### src/rtl/find_z_pkg.sv
// Shared types, limits and helpers for the Find_Z word sequencer.
package find_z_pkg;

  typedef enum logic {
    IDLE = 1'b0,
    RUN  = 1'b1
  } fz_state_e;

  localparam int unsigned FZ_WIDTH_DEF  = 8;
  localparam int unsigned FZ_WIDTH_MIN  = 2;
  localparam int unsigned FZ_WIDTH_MAX  = 32;
  localparam int unsigned FZ_SETTLE_DEF = 1;
  localparam int unsigned FZ_SETTLE_MIN = 1;
  localparam int unsigned FZ_SETTLE_MAX = 15;

  // Ceiling log2; clog2(1) == 0.
  function automatic int unsigned clog2(input int unsigned v);
    int unsigned r;
    r = 0;
    while ((32'd1 << r) < v) r++;
    return r;
  endfunction

endpackage

### src/rtl/find_z_settle_cnt.sv
// Settle counter: counts held-B cycles and ticks on the cycle the sample is due.
module find_z_settle_cnt
  import find_z_pkg::*;
#(
  parameter int unsigned SETTLE = FZ_SETTLE_DEF
) (
  input  logic clk,
  input  logic rst,
  input  logic clr,
  input  logic en,
  output logic tick
);

  localparam int unsigned CW = clog2(SETTLE + 1);

  logic [CW-1:0] cnt;

  assign tick = en && (cnt == CW'(SETTLE - 1));

  always_ff @(posedge clk or posedge rst) begin
    if (rst) begin
      cnt <= '0;
    end else if (clr) begin
      cnt <= '0;
    end else if (en) begin
      cnt <= tick ? '0 : cnt + CW'(1);
    end
  end

endmodule

### src/rtl/find_z_sequencer.sv
// Sequences a single-bit Find_Z datapath across a WIDTH-bit word, LSB first.
// Optional ones_cnt output enabled by FIND_Z_SEQ_ONES_COUNT_EN.
module find_z_sequencer
  import find_z_pkg::*;
#(
  parameter int unsigned WIDTH  = FZ_WIDTH_DEF,
  parameter int unsigned SETTLE = FZ_SETTLE_DEF
) (
  input  logic             clk,
  input  logic             rst,
  input  logic             start,
  input  logic [WIDTH-1:0] din,
  output logic             b_out,
  input  logic             z_in,
  output logic             busy,
  output logic             done,
  output logic [WIDTH-1:0] dout
`ifdef FIND_Z_SEQ_ONES_COUNT_EN
  ,
  output logic [clog2(WIDTH+1)-1:0] ones_cnt
`endif
);

  localparam int unsigned IW = clog2(WIDTH);

  if (WIDTH < FZ_WIDTH_MIN || WIDTH > FZ_WIDTH_MAX) begin : g_bad_width
    $error("find_z_sequencer: WIDTH out of range");
  end
  if (SETTLE < FZ_SETTLE_MIN || SETTLE > FZ_SETTLE_MAX) begin : g_bad_settle
    $error("find_z_sequencer: SETTLE out of range");
  end

  fz_state_e        state;
  logic [WIDTH-1:0] op_q;
  logic [WIDTH-1:0] res_q;
  logic [WIDTH-1:0] res_nxt;
  logic [IW-1:0]    idx;
  logic [IW-1:0]    idx_nxt;
  logic             accept;
  logic             tick;

  assign accept  = (state == IDLE) && start;
  assign idx_nxt = idx + IW'(1);

  // Result with the bit being sampled this edge already merged in.
  always_comb begin
    res_nxt      = res_q;
    res_nxt[idx] = z_in;
  end

  find_z_settle_cnt #(
    .SETTLE(SETTLE)
  ) u_settle (
    .clk (clk),
    .rst (rst),
    .clr (accept),
    .en  (state == RUN),
    .tick(tick)
  );

`ifdef FIND_Z_SEQ_ONES_COUNT_EN
  localparam int unsigned OW = clog2(WIDTH + 1);
  logic [OW-1:0] ones_nxt;

  always_comb begin
    ones_nxt = '0;
    for (int unsigned i = 0; i < WIDTH; i++) begin
      ones_nxt = ones_nxt + OW'(res_nxt[i]);
    end
  end

  always_ff @(posedge clk or posedge rst) begin
    if (rst) begin
      ones_cnt <= '0;
    end else if (state == RUN && tick && idx == IW'(WIDTH - 1)) begin
      ones_cnt <= ones_nxt;
    end
  end
`endif

  always_ff @(posedge clk or posedge rst) begin
    if (rst) begin
      state <= IDLE;
      op_q  <= '0;
      res_q <= '0;
      idx   <= '0;
      b_out <= 1'b0;
      busy  <= 1'b0;
      done  <= 1'b0;
      dout  <= '0;
    end else begin
      done <= 1'b0;
      case (state)
        IDLE: begin
          if (start) begin
            op_q  <= din;
            idx   <= '0;
            b_out <= din[0];
            busy  <= 1'b1;
            state <= RUN;
          end
        end
        RUN: begin
          if (tick) begin
            res_q <= res_nxt;
            if (idx == IW'(WIDTH - 1)) begin
              dout  <= res_nxt;
              done  <= 1'b1;
              busy  <= 1'b0;
              state <= IDLE;
            end else begin
              idx   <= idx_nxt;
              b_out <= op_q[idx_nxt];
            end
          end
        end
        default: state <= IDLE;
      endcase
    end
  end

endmodule

### config.mk
export PLATFORM = sky130hd
export DESIGN_NAME = find_z_sequencer
export DESIGN_NICKNAME = d
export VERILOG_FILES = /design/src/rtl/find_z_pkg.sv /design/src/rtl/find_z_settle_cnt.sv /design/src/rtl/find_z_sequencer.sv
export SDC_FILE = /design/constraint.sdc
export NUM_CORES = 1
export LEC_CHECK = 0
export BUFFER_PORTS_ARGS = -buffer_cell sky130_fd_sc_hd__buf_2
export CAP_MARGIN = 10
export CORE_ASPECT_RATIO = 0.5
export CORE_MARGIN = 5
export CORE_UTILIZATION = 25
export CTS_BUF_LIST = sky130_fd_sc_hd__clkbuf_8
export CTS_CLUSTER_SIZE = 24
export DETAILED_ROUTE_END_ITERATION = 16
export HOLD_SLACK_MARGIN = 0.1
export PLACE_DENSITY = 0.49
export SLEW_MARGIN = 20
export SYNTH_ARGS = -nofsm -noshare
export SYNTH_HDL_FRONTEND = slang
export SYNTH_SLANG_ARGS = --single-unit
### constraint.sdc
create_clock -name clk -period 4.6 [get_ports clk]
set_input_delay 0.46 -clock clk [delete_from_list [all_inputs] [get_ports clk]]
set_output_delay 0.46 -clock clk [all_outputs]
set_load 0.02 [all_outputs]
Word level (Yosys, flattened, before mapping)
Cells that the tools add are included.
{ "totals": {"input_bits": 12, "regBits": 32} }
{ "classes": {"bitwise_logic": 2, "muxes": 27, "reduce_logical": 9, "eq_ne": 5, "n_addsub": 2, "order_cmp": 3} }
{ "op_table": {"columns": ["cell", "count"], "rows": [
  ["2-to-1 mux 1 bit", 17],
  ["2-to-1 mux 3 bit", 3],
  ["AND reduction 3 bit", 3],
  ["bitwise mux 8 bit", 1],
  ["less-than comparator 3 x 4 -> 1 bit, second input constant", 2],
  ["case mux 1 bit (2 select lines)", 3],
  ["case mux 3 bit (2 select lines)", 1],
  ["inequality test 2 x 1 -> 1 bit, second input constant", 2],
  ["inequality test 2 bit, second input constant", 2],
  ["AND reduction 2 bit", 2],
  ["adder 3 x 1 -> 3 bit, second input constant", 1],
  ["binary-select mux 1 bit (select 3 bit)", 1],
  ["demux 1 bit (select 3 bit)", 1],
  ["== test 3 bit, second input constant", 1],
  [">= comparator 3 x 1 -> 1 bit, second input constant", 1],
  ["logical AND 1 bit", 3],
  ["inverter 1 bit", 2],
  ["nonzero test 2 bit", 1],
  ["adder 1 bit, second input constant", 1]
]} }

Depth between registers and ports, before layout
{ "depth": {"depth_word": 6, "mapped_depth": 6} }

Modules after synthesis
From an unflattened synthesis, not the netlist that was laid out.
{ "unflattened": {"hier_cells": 146, "area_unflattened_um2": 1467.7} }
{ "modules_own_cells": {"columns": ["mod", "cells_each", "instances", "area_each_um2", "seq_area_each_um2"], "rows": [
  ["find_z_sequencer", 142, 1, 1417.6, 775.7],
  ["find_z_settle_cnt", 4, 1, 50.0, 25.0]
]} }

Worst setup path before layout
Ideal clock, no wire load.
{ "synth_path": {"kind": "register -> register", "start": "register idx[1]", "end": "register b_out", "synth_period_minus_slack_ps": 1649, "stages_incl_launch_ff": 5, "arrival_time_ps": 1566, "required_ps": 4516, "path_slack_ps": 2951, "path_cell_list": "dfrtp_1 -> ha_1 -> ha_1 -> or4b_1 -> a41oi_2"} }
{ "synth_via": {"elab_chain_cells": 6, "elab_cells_between_ends": 9, "classes_between": "add/sub (1); eq/ne (2); mux (5); reduce/logical (1)"} }
{ "synth_rtl": {"columns": ["item", "line_no", "text"], "rows": [
  ["from (decl)", "find_z_sequencer.sv:37", "logic [IW-1:0] idx;"],
  ["from (signal assigned)", "find_z_sequencer.sv:112", "idx <= idx_nxt;"],
  ["adder 3 x 1 -> 3 bit", "find_z_sequencer.sv:43", "assign idx_nxt = idx + IW'(1);"],
  ["binary-select mux 1 bit (select 3 bit)", "find_z_sequencer.sv:113", "b_out <= op_q[idx_nxt];"],
  ["2-to-1 mux 1 bit (implied by the code)", "find_z_sequencer.sv:113", null],
  ["2-to-1 mux 1 bit", "find_z_sequencer.sv:106", "if (idx == IW'(WIDTH - 1)) begin"],
  ["2-to-1 mux 1 bit", "find_z_sequencer.sv:104", "if (tick) begin"],
  ["case mux 1 bit (2 select lines)", "find_z_sequencer.sv:93", "case (state)"],
  ["to (signal assigned)", "find_z_sequencer.sv:98", "b_out <= din[0];"],
  ["to (signal assigned)", "find_z_sequencer.sv:113", null],
  ["to (decl)", "find_z_sequencer.sv:13", "output logic b_out,"]
]} }
Parallel ways exist; a longest one is shown, timed or not. The select of a mux whose other input is x is not followed.
A chain may end at the register's enable or synchronous reset.

Worst setup path in the final report
{ "layout_path": {"start": "register idx[0]", "end": "register busy"} }
{ "layout_via": {"elab_chain_cells": 3} }
{ "layout_rtl": {"columns": ["item", "line_no", "text"], "rows": [
  ["== test 3 bit", "find_z_sequencer.sv:106", null],
  ["inequality test 2 x 1 -> 1 bit (no line)", null, null],
  ["AND reduction 3 bit (no line)", null, null],
  ["to (signal assigned)", "find_z_sequencer.sv:88", "busy <= 1'b0;"],
  ["to (signal assigned)", "find_z_sequencer.sv:99", "busy <= 1'b1;"],
  ["to (signal assigned)", "find_z_sequencer.sv:109", "busy <= 1'b0;"],
  ["to (decl)", "find_z_sequencer.sv:15", "output logic busy,"]
]} }
Every way passes these cells.

==> flow_summary_export.csv <==
group,metric,value,unit
outcome,outcome,"finished, final reports clean",
synthesis,postSynthRegisterBits,32,
synthesis,yosysTopAreaCellShare,51.6,%
detailed_routing,post_drt_via_cell_ratio,4.24,
sta,timing.fmax,473,MHz
final_layout,final_util,30.7,%
worst_setup_path,crit_required,4.78,ns
global_routing,grt_max_degree,33,
sta,fin_hold_ws,0.251,ns
clocking,cts-buffers-inserted,5,
sta,setup_viol_count_final,0,
worst_setup_path,worstRegToRegCells,4,
final_layout,final_common_cell,"sky130_fd_sc_hd__dfrtp_1",
final_layout,n_antenna_cell,0,
worst_setup_path,cp-end-kind,"flop",
clocking,hold_buffers,0,
detailed_routing,drt.antenna.violating_nets,0,
power_and_ir_drop,total_power,1.41,mW
synthesis,postSynthAreaPerCell,12.3,µm²
clocking,cts-root-to-sink-buffers,2,
sta,clock-skew-final,0.0123,ns
final_layout,filler_cell_count,655,
worst_setup_path,critPathMaxFanout,21,
synthesis,synthesis.yosys.warnings,0,
place,post_dp_cell_area,1730,µm²
final_layout,layout.cells.non_filler,237,
die,dieWidth,121,µm
sta,final.setup.worst_slack,2.48,ns
clocking,postCtsResizedCells,0,
sta,period_minus_slack,2.12,ns
worst_setup_path,critical_path.reg2reg.endpoint,"busy$_DFFE_PP0P_",
power_and_ir_drop,irDropWorstVdd,0.000193,V
sta,timing.slew.headroom,36.3,%
synthesis,syn_nets,140,
synthesis,synth.area.top_cells,"sky130_fd_sc_hd__dfrtp_1 52%, sky130_fd_sc_hd__mux2_2 9.4%, sky130_fd_sc_hd__mux2i_1 5.8%, sky130_fd_sc_hd__mux2_1 3.6%, sky130_fd_sc_hd__nand3b_1 2.9%",
worst_setup_path,crit_arrival,2.29,ns
clocking,numClockSinks,32,
detailed_routing,first_iter_violations,58,
detailed_routing,wl_per_cell,12.7,µm
final_layout,layout-area-overhead-vs-synth,19.8,%
place,hpwlAfterDp,2030,µm
detailed_routing,route.detailed.drc,0,
power_and_ir_drop,power_leakage,0.833,nW
clocking,cts_tree,"yes",
worst_setup_path,setup.worst_path.class,"flop to flop",
synthesis,synth_cells,126,
place,gpl.final_weighted_congestion,0.690,
die,io_pins,23,
sta,post-route-period-util,46.0,%
die,die_height,65.7,µm
global_routing,grt.overflow.total,0,
job,cap_violations,0,
final_layout,combined_area_of_the_multi_input_logic_cells,693,µm²
synthesis,synthesis.area,1550,µm²
worst_setup_path,timing.reg2reg.setup_slack,2.48,ns
detailed_routing,dr.pass1.iters,3,
sta,timing.setup.tns,0,ns
detailed_routing,vias,1004,
die,rows,20,
sta,worst_pin_slew,0.954,ns
worst_setup_path,critPathCapture,"busy$_DFFE_PP0P_",
final_layout,mostFrequentLayoutCells,"32 x sky130_fd_sc_hd__dfrtp_1, 22 x sky130_fd_sc_hd__buf_2, 13 x sky130_fd_sc_hd__mux2_2",
detailed_routing,wl,3010,µm
worst_hold_path,hp-class,"primary input to async pin",
clocking,cts_htree_levels,2,
final_layout,nNetsFinal,162,
place,preCtsSetupSlack,2.42,ns
worst_setup_path,setup.worst_path.start,"idx[0]$_DFFE_PP0P_",
die,core_region_area,6060,µm²
clocking,postCtsSetupBuffers,0,
final_layout,regArea,801,µm²
die,fp.dieArea,7980,µm²
die,initial_util,25.6,%
worst_setup_path,worst_r2r_startpoint,"idx[0]$_DFFE_PP0P_",
clocking,clkSlewWorstSetupHoldPaths,0.07,ns
global_routing,grt_pass1_wl,5040,µm
global_routing,global_route_usage_over_all_layers,8.27,%
final_layout,drive_gt1_share,34.9,%
clocking,clock-root-buffer,"sky130_fd_sc_hd__clkbuf_8",
synthesis,synth_cell_type_count,29,
final_layout,layout.cell_area.non_filler,1860,µm²
synthesis,yosysTopAreaCell,"sky130_fd_sc_hd__dfrtp_1",
clocking,clock_insertion_delay_worst_skew,0.29,ns
place,post-place-cells,229,
sta,grt_setup_unrepaired,"no",
power_and_ir_drop,cellPowerDensity,760,nW/µm²
worst_setup_path,worstSetupStartpointType,"flop",
sta,final-max-slew-violation-count,0,
sta,report.final.hold_viol_count,0,
global_routing,antenna_found_initial,0,
synthesis,seq_area_frac_synth,51.6,%
place,place.port_buffers,22,
global_routing,number_of_global_route_vias_before_repair,1027,
-- how the worst min path moves through the flow --
stage                         start              endpoint
4_1_cts                         rst     b_out$_DFFE_PP0P_
3_5_place_dp       busy$_DFFE_PP0P_      busy$_DFFE_PP0P_
5_1_grt                         rst   op_q[4]$_DFFE_PP0P_
6_report                        rst  res_q[4]$_DFFE_PP0P_
3_3_place_gp    dout[2]$_DFFE_PP0P_   dout[2]$_DFFE_PP0P_
2_1_floorplan  res_q[3]$_DFFE_PP0P_  res_q[3]$_DFFE_PP0P_
-- cell type report --
class	count	area share, %
Sequential cell	32	43.1
Multi-Input combinational cell	83	37.3
Timing Repair Buffer	23	6.33
Tap cell	88	5.92
Clock buffer	7	5.18
Clock inverter	1	1.62
Inverter	3	0.606
-- sequential cells by signal, summed over array words and instances, names as in the netlist --
| name | flops |
|---|---|
| dout | 8 |
| op_q | 8 |
| res_q | 8 |
| idx | 3 |
| b_out | 1 |
| busy | 1 |
| done | 1 |
| state | 1 |
| u_settle.cnt | 1 |
-- synthesized netlist by cell type --
library cell and instances:
sky130_fd_sc_hd__nand3b_1 6, sky130_fd_sc_hd__buf_4 3, sky130_fd_sc_hd__nand3b_2 1, sky130_fd_sc_hd__dfrtp_1 32, sky130_fd_sc_hd__nand2_1 10, sky130_fd_sc_hd__or4b_1 1
sky130_fd_sc_hd__nand4b_1 1, sky130_fd_sc_hd__nor3_2 1, sky130_fd_sc_hd__mux4_2 1, sky130_fd_sc_hd__and2_1 1, sky130_fd_sc_hd__buf_2 4, sky130_fd_sc_hd__a21o_1 2
sky130_fd_sc_hd__inv_1 3, sky130_fd_sc_hd__mux2i_1 9, sky130_fd_sc_hd__a22o_1 2, sky130_fd_sc_hd__a41oi_2 1, sky130_fd_sc_hd__o21ai_1 5, sky130_fd_sc_hd__nand3_1 3
sky130_fd_sc_hd__nor3b_2 3, sky130_fd_sc_hd__nor3b_4 1, sky130_fd_sc_hd__nor2b_1 1, sky130_fd_sc_hd__nor3_1 2, sky130_fd_sc_hd__ha_1 2, sky130_fd_sc_hd__nor2_1 4
sky130_fd_sc_hd__mux2_2 13, sky130_fd_sc_hd__clkbuf_1 1, sky130_fd_sc_hd__nor3b_1 3, sky130_fd_sc_hd__mux2_1 5, sky130_fd_sc_hd__o21ai_0 5
-- kinds of logic (layout without fill, tap and decap cells) --
kind of cell,after synthesis,after routing,synth area share [%]
mux,28,28,20.3
buf+inv,11,34,3.71
simple gates,38,38,16.4
fa+ha+maj,2,2,1.61
flops,32,32,51.6
compound gates,15,15,6.37
-- power by group --
part	total [mW]	internal [mW]	switching [mW]
logic	0.561	0.298	0.264
registers	0.556	0.420	0.135
clock network	0.296	0.191	0.105
total	1.41	0.909	0.504
-- critical path: stages (launching register included) --
cell and delay [ns]:
sky130_fd_sc_hd__dfrtp_1 0.79, sky130_fd_sc_hd__ha_1 0.26, sky130_fd_sc_hd__ha_1 0.19, sky130_fd_sc_hd__nand3b_1 0.45, sky130_fd_sc_hd__a21o_1 0.33
-- metal layers --
metal	track usage (%)	part of all wire, %
met1	10.7	52
met2	12.0	43
met3	3.18	4.2
met4	4.19	1.3
met5	0	0
Power figures use the tool's default switching activity.
